==> src/rtl/skid_register_pkg.sv <==
// ----------------------------------------------------------------------------
// skid_register_pkg : state encoding and widths shared by the skid slice
// Revision: 1.0
// ----------------------------------------------------------------------------
`default_nettype none

package skid_register_pkg;

  localparam int OCC_WIDTH = 2;

  // Encoded so that the state value is the number of words held.
  typedef enum logic [OCC_WIDTH-1:0] {
    EMPTY = 2'd0,
    BUSY  = 2'd1,
    FULL  = 2'd2
  } state_t;

endpackage

`default_nettype wire

==> src/rtl/skid_register.sv <==
// ----------------------------------------------------------------------------
// skid_register : registered valid/ready slice with a one-entry skid buffer
// Revision: 1.0
// ----------------------------------------------------------------------------
`default_nettype none

module skid_register
  import skid_register_pkg::*;
#(
  parameter int DATA_WIDTH = 16
) (
  input  logic                  CLK,
  input  logic                  RSTN,
  input  logic [DATA_WIDTH-1:0] S_DATA,
  input  logic                  S_VALID,
  output logic                  S_READY,
  output logic [DATA_WIDTH-1:0] M_DATA,
  output logic                  M_VALID,
  input  logic                  M_READY,
  output logic [OCC_WIDTH-1:0]  OCCUPANCY
);

  state_t                  state_q, state_d;
  logic [DATA_WIDTH-1:0]   data_q, data_d;
  logic [DATA_WIDTH-1:0]   skid_q, skid_d;
  logic                    s_ready_q;
  logic                    m_valid_q;
  logic                    up_xfer;
  logic                    down_xfer;

  assign up_xfer   = S_VALID & s_ready_q;
  assign down_xfer = m_valid_q & M_READY;

  always_comb begin
    state_d = state_q;
    data_d  = data_q;
    skid_d  = skid_q;
    unique case (state_q)
      EMPTY: begin
        if (up_xfer) begin
          data_d  = S_DATA;
          state_d = BUSY;
        end
      end
      BUSY: begin
        if (up_xfer && down_xfer) begin
          data_d = S_DATA;
        end else if (up_xfer) begin
          skid_d  = S_DATA;
          state_d = FULL;
        end else if (down_xfer) begin
          state_d = EMPTY;
        end
      end
      FULL: begin
        // S_READY is low here, so only the skid word can move.
        if (down_xfer) begin
          data_d  = skid_q;
          state_d = BUSY;
        end
      end
      default: state_d = EMPTY;
    endcase
  end

  // Handshake outputs are precomputed from the next state so they come from flops.
  always_ff @(posedge CLK or negedge RSTN) begin
    if (!RSTN) begin
      state_q   <= EMPTY;
      data_q    <= '0;
      skid_q    <= '0;
      s_ready_q <= 1'b0;
      m_valid_q <= 1'b0;
    end else begin
      state_q   <= state_d;
      data_q    <= data_d;
      skid_q    <= skid_d;
      s_ready_q <= (state_d != FULL);
      m_valid_q <= (state_d != EMPTY);
    end
  end

  assign S_READY   = s_ready_q;
  assign M_VALID   = m_valid_q;
  assign M_DATA    = data_q;
  assign OCCUPANCY = state_q;

endmodule

`default_nettype wire
==> config.mk <==
export PLATFORM = sky130hd
export DESIGN_NAME = skid_register
export DESIGN_NICKNAME = d
export VERILOG_FILES = /design/src/rtl/skid_register_pkg.sv /design/src/rtl/skid_register.sv
export SDC_FILE = /design/constraint.sdc
export NUM_CORES = 1
export LEC_CHECK = 0
export BUFFER_PORTS_ARGS = -buffer_cell sky130_fd_sc_hd__clkbuf_2
export CAP_MARGIN = 5
export CORE_MARGIN = 2
export CORE_UTILIZATION = 56
export DETAILED_ROUTE_END_ITERATION = 8
export PLACE_DENSITY = 0.83
export SYNTH_ARGS = -nofsm -noshare
export SYNTH_HDL_FRONTEND = slang
export SYNTH_SLANG_ARGS = --single-unit
==> constraint.sdc <==
create_clock -name CLK -period 2.9 [get_ports CLK]
set_input_delay 0.29 -clock CLK [delete_from_list [all_inputs] [get_ports CLK]]
set_output_delay 0.29 -clock CLK [all_outputs]
set_load 0.05 [all_outputs]
**Yosys cells after proc, flatten, opt, wreduce, memory -nomap -nowiden**

Index checks and enable logic that the tools add are counted.
W data, S select, Z words.

- Equal/unequal tests: 6
- Multiplexer cells: 10
- Bitwise logic cells: 3
- Reduce and logical (&&, ||, !) cells: 6

Operators by type and width:

| kind | number |
|---|---|
| $mux W16 | 3 |
| $pmux W16 S3 | 1 |
| $mux W2 | 5 |
| $ne A2 B2 Y1 const B | 4 |
| $pmux W2 S3 | 1 |
| $reduce_and A4 Y1 | 1 |
| $reduce_and A3 Y1 | 1 |
| $reduce_bool A3 Y1 | 1 |
| $and A1 B1 Y1 | 2 |
| $eq A2 B1 Y1 const B | 1 |
| $eq A2 B2 Y1 const B | 1 |
| $logic_not A2 Y1 | 1 |
| $reduce_bool A2 Y1 | 1 |
| $logic_and A1 B1 Y1 | 1 |
| $not A1 Y1 | 1 |

- Bits in registers: 36
- Input bits: 20
- Output and inout bits: 20
- Word-level logic and storage cells: 30

**Logic depth before layout (Yosys ltp)**

Gate-level depths: netlist of the first run.

- Depth after elaboration: 6
- Depth in mapped cells: 5

**Least setup slack after synthesis of the first run**

Ideal clock, no wire load.

- Path kind: register to register
- Start point: register state_q[1], in the netlist OCCUPANCY[1]
- End point: register data_q[0], in the netlist M_DATA[0]
- Library setup time: 125 ps
- Arrival: 1797 ps
- Required time: 2775 ps
- Slack: 977 ps
- Stages on the path, launching flop included: 6
- Buffers on the path: 2
- Period minus slack after synthesis: 1923 ps
- Cells stage by stage: dfrtp_1 nor2b_4 buf_6 buf_8 mux2_2 mux2_4

- Longest elaborated chain between the ends: 3

Ends and longest elaborated chain:

| item | line | RTL |
|---|---|---|
| start, declared | skid_register.sv:23 | `state_t state_q, state_d;` |
| start signal, assigned | skid_register.sv:75 | `state_q <= state_d;` |
| $eq A2 B1 Y1, or another cell as far along | skid_register.sv:38 | `unique case (state_q)` |
| $ne A2 B2 Y1 (no line) / $reduce_bool A3 Y1 (equally long branches) | n/a |  |
| $reduce_and A4 Y1 (no line) | n/a |  |
| end signal, assigned | skid_register.sv:76 | `data_q <= data_d;` |
| end, declared | skid_register.sv:24 | `logic [DATA_WIDTH-1:0] data_q, data_d;` |

Several ways; a longest one is shown, not always the timed one.
A chain may end at the register's enable or synchronous reset.

**Worst setup path after layout of the first run**

- Start point: register state_q[0], in the netlist OCCUPANCY[0]
- End point: register data_q[15], in the netlist M_DATA[15]

Same word-level chain as after synthesis.

==> impl_metrics.py, run 1 <==
metrics = {
    "power_and_ir_drop": {
        "ir_worst_vdd_uv": 723,
        "power_density_nw_per_um2": 1310,
        "power.total_uw": 2540,
        "power_leakage_uw": 0.000916,
    },
    "clock_tree": {
        "cts_max_level": 2,
        "cts_buffers": 5,
        "cts_setup_buffers": 0,
        "cts_tree": "yes",
        "cts_root_buf": "clkbuf_4",
        "cts_max_path_buffers": 2,
        "cts_resized": 0,
        "clock-sinks": 36,
        "hold_buffers": 0,
        "clkTransAtPathRegs_ns": 0.11,
        "clkLatencyLatePin_ns": 0.33,
    },
    "synth": {
        "syn_inst": 105,
        "synth_area_sq_um": 1690,
        "synth_top_area_cell": "dfrtp_1",
        "synthFlopType": "dfrtp_1",
        "ys_seq_elements": 36,
        "synthTopCellsByCount": "dfrtp_1, mux2_2, mux2_4, a21oi_1",
        "async_flop_share": 1.00,
        "yosysUniqueCellTypes": 20,
        "yosys_warnings": 0,
        "avgSynthCellArea_sq_um": 16.1,
        "synth_top_cell_area_share": 0.534,
        "synth_edf_count": 0,
        "ys_top_cells_by_area": "dfrtp_1, mux2_2, mux2_4",
        "syn_nets": 125,
        "ys_seq_area_frac": 0.534,
    },
    "setup_path": {
        "cp-startpoint": "OCCUPANCY[0]$_DFF_PN0_",
        "criticalPathCategory": "flop to flop",
        "arrival_ns": 2.21,
        "crit_path_start_kind": "flop",
        "reg2reg_from": "OCCUPANCY[0]$_DFF_PN0_",
        "cp-end-kind": "flop",
        "r2r_cells": 4,
        "cp_data_required_time_ns": 3.12,
        "path_max_fanout": 12,
        "r2r_slack_ns": 0.92,
        "r2r_end": "M_DATA[15]$_DFFE_PN0P_",
    },
    "timing": {
        "worst_slew_pin_slew_ns": 0.866,
        "max_freq_mhz": 505,
        "rsz0062_at_grt": "no",
        "finClkSkew_ns": 0.0110,
        "timing.final.crit_share": 0.683,
        "hold_viol_final": 0,
        "period_needed_ns": 1.98,
        "setup_viol": 0,
        "tns_ns": 0,
        "slew_headroom": 0.422,
        "finalMaxSlewViolations": 0,
    },
    "layout": {
        "nFillCells": 211,
        "antenna_cells": 0,
        "post-route-util": 0.694,
        "nets": 168,
        "area.growth.synth_to_final_pct": 15.4,
        "design_area_sq_um": 1950,
        "drive_above_1_share": 0.664,
    },
    "drt": {
        "vias_per_cell": 5.49,
        "wl_mm": 2.97,
        "drtPass1Iterations": 6,
        "first_iter_violations": 16,
        "drc": 3,
        "vias": 988,
        "post_drt_wl_per_cell_um": 16.5,
        "postRouteAntennaNets": 0,
    },
    "job": {
        "cap_violations": 0,
    },
    "grt": {
        "track_usage": 0.191,
        "grt_pass1_vias": 1048,
        "grt_remaining_overflow": 0,
        "grt_max_degree": 37,
        "antenna_found_initial": 0,
        "grt_pass1_wl_mm": 4.75,
    },
    "run_status": {
        "outcome": "finished with violations",
        "violations": "DRC",
    },
    "floorplan": {
        "fp.dieH_um": 58.9,
        "io_pins": 40,
        "die_area_sq_um": 3470,
        "coreArea_sq_um": 2810,
        "fp.dieW_um": 58.9,
        "row_count": 19,
        "start_util": 0.601,
    },
    "placed_design": {
        "io_buffers": 39,
        "hpwlAfterDp_mm": 2.14,
        "gp_congestion": 0.724,
        "dpl-instance-area_sq_um": 1870,
    },
    "worst_hold_path": {
        "hold_path_class": "input pin to async pin",
    },
}
[cell type report]
| cell class | instances | area, sq um | area share |
|---|---|---|---|
| well taps | 31 | 38.8 | 0.0199 |
| repair buffers | 40 | 203 | 0.104 |
| clock buffers | 6 | 41.3 | 0.0212 |
| flip-flops and latches | 36 | 901 | 0.463 |
| clock inverters | 2 | 35.0 | 0.0180 |
| multi-input cells | 65 | 728 | 0.374 |
[layer usage]
metal / GRT usage / wire (um) / up-vias
met1: 0.223 / 1200 / 489
met5: 0 / 0 / -
li1: - / - / 471
met2: 0.332 / 1580 / 24
met3: 0.0440 / 140 / 4
met4: 0.0877 / 45 / 0
[placed cells by master, fill, tap and decap left out]
master,instances
o32ai_4,1
nand2b_1,1
o22ai_1,1
a21oi_1,4
clkinv_2,1
mux2_4,10
o21ai_0,1
clkbuf_4,5
a21o_2,1
clkbuf_1,1
mux2_1,2
nand2_4,1
nor2b_4,1
buf_4,1
a31oi_1,1
and4_2,1
mux2_2,36
clkbuf_2,39
dfrtp_1,36
a21boi_4,1
nand2_1,2
bufinv_16,1
and3b_1,1
[kinds of logic after synthesis]
kind of cell / count (synthesis) / share of synthesized area
muxes: 48 / 0.343
DFF: 36 / 0.534
AOI/OAI and AO/OA: 10 / 0.0549
and+or+nand+nor: 7 / 0.0341
buffers and inverters: 4 / 0.0341
[metrics by stage]
stage          hold slack, ns  worst slack, ns  std cells
6_report               0.0431            0.920        180
5_1_grt                 0.107            0.829        180
4_1_cts                0.0707            0.901        180
3_5_place_dp            0.444            0.903        172
3_3_place_gp            0.434            0.980        172
2_1_floorplan        -0.00559            0.977        105
[worst max-delay path, cell delays in order, from the launching register on]
cell and delay, ns:
dfrtp_1 0.46, a21boi_4 0.20, o32ai_4 0.62, buf_4 0.29, mux2_4 0.31
[registers in the layout, indices dropped and copies added (netlist names)]
name / flops
M_VALID: 1
S_READY: 1
skid_q: 16
OCCUPANCY: 2
M_DATA: 16
[worst max path at each step]
stage / to / slack (ns) / depth (start not counted)
floorplan: M_DATA[0]$_DFFE_PN0P_ / 0.98 / 5
global placement: M_DATA[6]$_DFFE_PN0P_ / 0.98 / 4
detailed placement: M_DATA[15]$_DFFE_PN0P_ / 0.90 / 4
CTS: M_DATA[15]$_DFFE_PN0P_ / 0.90 / 4
global route: M_DATA[15]$_DFFE_PN0P_ / 0.83 / 4
finish: M_DATA[15]$_DFFE_PN0P_ / 0.92 / 4
[power breakdown]
group | leakage, uW | internal, uW | total (uW) | switching, uW
Combinational | 0.000449 | 502 | 1280 | 777
Sequential | 0.000425 | 755 | 921 | 166
Clock | 0.0000422 | 181 | 342 | 161
Total | 0.000916 | 1440 | 2540 | 1110
Power figures use the tool's default switching activity.
==> run 2, diff against run 1 <==
CORE_UTILIZATION = 52   (was 56)
PLACE_DENSITY = 0.78   (was 0.83)
clock period = 1.95 ns   (was 2.9 ns; I/O delays follow)
==> run 2 against run 1 <==
The flow now finishes without violations. First-iteration DRC count grew 6.3%. Via count grew 1.6%. Maximum frequency grew 19%. Wire length shrank 1.2%. Clock skew shrank 0.0073 ns. Power grew 43%. Largest cell class unchanged. Critical path type unchanged.
==> impl_metrics.py, run 2 (synthesized netlist as in run 1, its figures left out) <==
metrics = {
    "timing": {
        "timing.final.crit_share": 0.855,
        "finClkSkew_ns": 0.00369,
        "setup_viol": 0,
        "hold_viol_final": 0,
        "timing.final.ws_setup_ns": 0.283,
        "period_needed_ns": 1.67,
        "max_freq_mhz": 600,
        "rsz0062_at_grt": "no",
        "finalMaxSlewViolations": 0,
        "worst_slew_pin_slew_ns": 0.487,
        "tns_ns": 0,
        "slew_headroom": 0.675,
    },
    "clock_tree": {
        "cts_resized": 0,
        "cts_max_path_buffers": 2,
        "clock-sinks": 36,
        "clkLatencyLatePin_ns": 0.34,
        "cts_root_buf": "clkbuf_4",
        "clkTransAtPathRegs_ns": 0.10,
        "cts_max_level": 2,
        "cts_tree": "yes",
        "cts_buffers": 5,
    },
    "drt": {
        "post_drt_wl_per_cell_um": 15.0,
        "postRouteAntennaNets": 0,
        "drc": 0,
        "wl_met1_mm": 1.24,
        "met3_length_um": 129,
        "drtPass1Iterations": 3,
        "vias_per_cell": 5.12,
        "vias": 1004,
        "wl_mm": 2.93,
        "dr_wl_met2_mm": 1.49,
        "first_iter_violations": 17,
        "routed.top_layer": "met4",
    },
    "worst_hold_path": {
        "hold_path_class": "input pin to flop",
        "holdPathStages": 2,
        "hold_path_end": "skid_q[7]$_DFFE_PN0P_",
        "worstHoldStart": "S_DATA[7]",
    },
    "layout": {
        "drive_above_1_share": 0.664,
        "area.growth.synth_to_final_pct": 16.5,
        "nets": 172,
        "instances_no_fill": 196,
        "most-common-layout-cells": "clkbuf_2, dfrtp_1, mux2_2, mux2_4, clkbuf_4",
        "antenna_cells": 0,
        "final_common_cell": "clkbuf_2",
    },
    "power_and_ir_drop": {
        "p_clk_frac": 0.100,
        "ir_worst_vdd_uv": 869,
        "p_sw_frac": 0.444,
        "seq_power_share": 0.371,
        "p_int_uw": 2020,
        "p_sw_uw": 1620,
        "power_leakage_uw": 0.000921,
        "comb_power_share": 0.529,
        "power_density_nw_per_um2": 1850,
    },
    "grt": {
        "grt_remaining_overflow": 0,
        "grt_pass1_wl_mm": 4.83,
        "track_usage": 0.185,
        "grt_max_degree": 37,
        "grt_pass1_vias": 1055,
        "antenna_found_initial": 0,
    },
    "setup_path": {
        "path_max_fanout": 16,
        "cp-end-kind": "flop",
        "arrival_ns": 1.90,
        "reg2reg_from": "OCCUPANCY[0]$_DFF_PN0_",
        "cp_data_required_time_ns": 2.18,
        "r2r_cells": 3,
        "crit_path_start_kind": "flop",
        "r2r_slack_ns": 0.28,
        "r2r_end": "M_DATA[8]$_DFFE_PN0P_",
        "criticalPathCategory": "flop to flop",
    },
    "floorplan": {
        "io_pins": 40,
        "fp.dieW_um": 61.0,
        "coreArea_sq_um": 3080,
        "start_util": 0.548,
        "die_area_sq_um": 3710,
        "row_count": 20,
        "fp.dieH_um": 61.0,
    },
    "placed_design": {
        "gp_congestion": 0.811,
        "io_buffers": 39,
        "dp_slack_ns": 0.289,
        "dp_cells": 188,
        "hpwlAfterDp_mm": 2.07,
    },
    "run_status": {
        "outcome": "completed",
    },
    "job": {
        "cap_violations": 0,
    },
}
==> run 2: cell types whose count changed in the layout (fill, tap and decap cells not counted) <==
cell	delta
buf_4	+3
bufinv_16	-1
dlygate4sd3_1	+1
==> run 2: cell type report <==
cell class	instances	area [sq um]
Tap cell	44	55.1
Fill cell	250	1110
Multi-Input combinational cell	65	728
Sequential cell	36	901
Clock inverter	1	5.00
Timing Repair Buffer	44	235
Clock buffer	6	41.3
==> run 2: worst max-delay path by stage <==
stage / endpoint / startpoint / depth (start not counted) / slack (ns)
after floorplan: M_DATA[0]$_DFFE_PN0P_ / OCCUPANCY[1]$_DFF_PN0_ / 5 / 0.03
after detailed placement: M_DATA[8]$_DFFE_PN0P_ / OCCUPANCY[0]$_DFF_PN0_ / 3 / 0.29
after CTS: M_DATA[8]$_DFFE_PN0P_ / OCCUPANCY[0]$_DFF_PN0_ / 3 / 0.27
after global routing: M_DATA[14]$_DFFE_PN0P_ / OCCUPANCY[0]$_DFF_PN0_ / 3 / 0.21
final: M_DATA[8]$_DFFE_PN0P_ / OCCUPANCY[0]$_DFF_PN0_ / 3 / 0.28
after global placement: M_DATA[2]$_DFFE_PN0P_ / OCCUPANCY[0]$_DFF_PN0_ / 3 / 0.33
==> run 2: critical path, cell delays in order, from the launching register on <==
cell     delay [ns]
dfrtp_1        0.47
nor2b_4        0.45
mux2_2         0.39
mux2_2         0.26
==> run 2: metal layers <==
| metal | global-route usage | vias to the layer above |
|---|---|---|
| met5 | 0 | - |
| met2 | 0.295 | 23 |
| met1 | 0.232 | 494 |
| li1 | - | 480 |
| met4 | 0.102 | 0 |
| met3 | 0.0469 | 7 |
==> run 2: per-stage QoR <==
step / util / cell area, sq um / hold WS (ns) / power [uW]
after floorplan: - / 1690 / -0.101 / 2930
after global placement: 0.620 / 1910 / 0.253 / 3240
after detailed placement: 0.620 / 1910 / 0.260 / 3310
after CTS: 0.639 / 1970 / 0.0750 / 3680
after global routing: 0.639 / 1970 / 0.0769 / 3850
final: 0.639 / 1970 / 0.0814 / 3640
==> run 2: what timing repair did <==
item,4_1_cts,5_1_grt
hold buffers,1,0
hold endpoints to repair,36,0
setup buffers,0,0
==> run 2: power by group through the flow <==
| stage | clock network, uW | registers, uW | logic [uW] |
|---|---|---|---|
| 6_report | 363 | 1350 | 1930 |
| 5_1_grt | 410 | 1400 | 2040 |
| 4_1_cts | 384 | 1350 | 1950 |
| 3_5_place_dp | 0 | 1370 | 1940 |
| 3_3_place_gp | 0 | 1340 | 1910 |
| 2_1_floorplan | 0 | 2040 | 889 |
==> run 3, diff against run 2 <==
CELL_PAD_IN_SITES_DETAIL_PLACEMENT = 1   (was default)
CELL_PAD_IN_SITES_GLOBAL_PLACEMENT = 1   (was default)
CORE_UTILIZATION = 43   (was 52)
==> run 3 against run 2 <==
Critical path depth stayed put. Clock skew is essentially flat. Worst setup slack got worse by 0.027 ns. Hold slack gained 0.062 ns. Critical path type unchanged. Wire length grew 11%. First-iteration DRC count rose to 3.5 times the previous value. Final cell count is 2.0% higher. Utilization shrank 9.7 points.
==> impl_metrics.py, run 3 (synthesized netlist as in run 1, its figures left out) <==
metrics = {
    "run_status": {
        "outcome": "completed",
    },
    "timing": {
        "setup_viol": 0,
        "worst_slew_pin_slew_ns": 0.603,
        "slew_headroom": 0.598,
        "finClkSkew_ns": 0.00322,
        "period_needed_ns": 1.69,
        "rsz0062_at_grt": "no",
        "max_freq_mhz": 590,
        "timing.final.crit_share": 0.869,
        "finalMaxSlewViolations": 0,
        "hold_viol_final": 0,
        "tns_ns": 0,
    },
    "floorplan": {
        "die_area_sq_um": 4440,
        "fp.dieW_um": 66.6,
        "fp.dieH_um": 66.6,
        "row_count": 22,
        "io_pins": 40,
        "start_util": 0.454,
        "coreArea_sq_um": 3720,
    },
    "setup_path": {
        "slowest_delay_ns": 0.47,
        "crit_end": "M_DATA[6]$_DFFE_PN0P_",
        "arrival_ns": 1.86,
        "path_max_fanout": 16,
        "cp-end-kind": "flop",
        "crit_chain": "nor2b_4 > mux2_2 > mux2_4",
        "criticalPathCategory": "flop to flop",
        "r2r_slack_ns": 0.26,
        "cp-startpoint": "OCCUPANCY[0]$_DFF_PN0_",
        "cp_data_required_time_ns": 2.12,
        "cp_slowest_cell": "dfrtp_1",
        "r2r_end": "M_DATA[6]$_DFFE_PN0P_",
        "r2r_cells": 3,
        "reg2reg_from": "OCCUPANCY[0]$_DFF_PN0_",
        "crit_path_start_kind": "flop",
    },
    "power_and_ir_drop": {
        "ir_worst_vdd_uv": 824,
        "power_density_nw_per_um2": 1890,
        "power.total_uw": 3810,
        "power_leakage_uw": 0.000937,
    },
    "grt": {
        "grt_pass1_wl_mm": 5.30,
        "track_usage": 0.162,
        "grt_pass1_vias": 1132,
        "grt_max_degree": 25,
        "antenna_found_initial": 0,
        "grt_remaining_overflow": 0,
    },
    "clock_tree": {
        "cts_buffers": 5,
        "clock-sinks": 36,
        "cts_max_path_buffers": 2,
        "cts_root_buf": "clkbuf_8",
        "cts_resized": 0,
        "clkTransAtPathRegs_ns": 0.07,
        "cts_tree": "yes",
        "cts_max_level": 2,
        "clkLatencyLatePin_ns": 0.28,
    },
    "layout": {
        "area.growth.synth_to_final_pct": 19.4,
        "drive_above_1_share": 0.664,
        "most-common-layout-cells": "clkbuf_2, dfrtp_1, mux2_2, mux2_4, clkbuf_8",
        "antenna_cells": 0,
        "final_common_cell": "clkbuf_2",
        "nets": 172,
    },
    "drt": {
        "post_drt_wl_per_cell_um": 16.3,
        "wl_mm": 3.26,
        "drc": 0,
        "vias": 1024,
        "vias_per_cell": 5.12,
        "postRouteAntennaNets": 0,
        "first_iter_violations": 60,
        "drtPass1Iterations": 4,
    },
    "placed_design": {
        "io_buffers": 39,
        "gp_congestion": 0.838,
        "hpwlAfterDp_mm": 2.31,
    },
    "worst_hold_path": {
        "hold_path_class": "input pin to flop",
    },
    "job": {
        "cap_violations": 0,
    },
}
run 3: cell counts in the layout (fill, tap and decap cells not counted):
Identical to the previous run, type by type.
run 3: worst min path at each step:
stage	from	to	slack (ns)	cells after the start
2_1_floorplan	RSTN	M_DATA[0]$_DFFE_PN0P_	-0.10	0
3_5_place_dp	RSTN	M_DATA[5]$_DFFE_PN0P_	0.24	1
6_report	S_DATA[7]	skid_q[7]$_DFFE_PN0P_	0.14	2
4_1_cts	S_DATA[7]	skid_q[7]$_DFFE_PN0P_	0.14	2
5_1_grt	S_DATA[1]	skid_q[1]$_DFFE_PN0P_	0.16	2
3_3_place_gp	RSTN	skid_q[0]$_DFFE_PN0P_	0.23	1
run 3: timing repair:
action / 4_1_cts / 5_1_grt
endpoints found under the hold margin: 22 / 0
hold buffers: 1 / 0
buffers inserted: 0 / 0
run 3: report_power, final:
| group | total (uW) | switching [uW] | internal [uW] | leakage, uW |
|---|---|---|---|---|
| logic | 1940 | 1170 | 778 | 0.000472 |
| clock network | 489 | 246 | 243 | 0.0000410 |
| registers | 1370 | 246 | 1130 | 0.000425 |
| total | 3810 | 1660 | 2150 | 0.000937 |
run 3: layout make-up:
cell class	count	area, sq um
Sequential cell	36	901
Multi-Input combinational cell	65	728
Timing Repair Buffer	44	248
Clock buffer	6	72.6
Tap cell	48	60.1
Clock inverter	1	5.00
Fill cell	391	1700
run 3: metrics by stage:
stage          hold WS [ns]  setup slack [ns]   util  area [sq um]  std cells
5_1_grt               0.156             0.181  0.542          2010        200
4_1_cts               0.141             0.237  0.542          2010        200
3_3_place_gp          0.227             0.289  0.519          1930        192
2_1_floorplan        -0.101            0.0274      -          1690        105
6_report              0.144             0.256  0.542          2010        200
3_5_place_dp          0.240             0.245  0.519          1930        192
run 3: metal layers:
| layer | routed length [um] | vias up | track usage |
|---|---|---|---|
| met5 | 0 | - | 0 |
| met4 | 27 | 0 | 0.0459 |
| met3 | 178 | 3 | 0.0574 |
| met2 | 1550 | 31 | 0.270 |
| met1 | 1510 | 516 | 0.198 |
| li1 | - | 474 | - |
run 3: worst max-delay path, delay by kind of cell, from the launching register on:
family           cells  cell delay [ns]
flip-flops           1             0.47
AND/OR/NAND/NOR      1             0.45
multiplexers         2             0.65
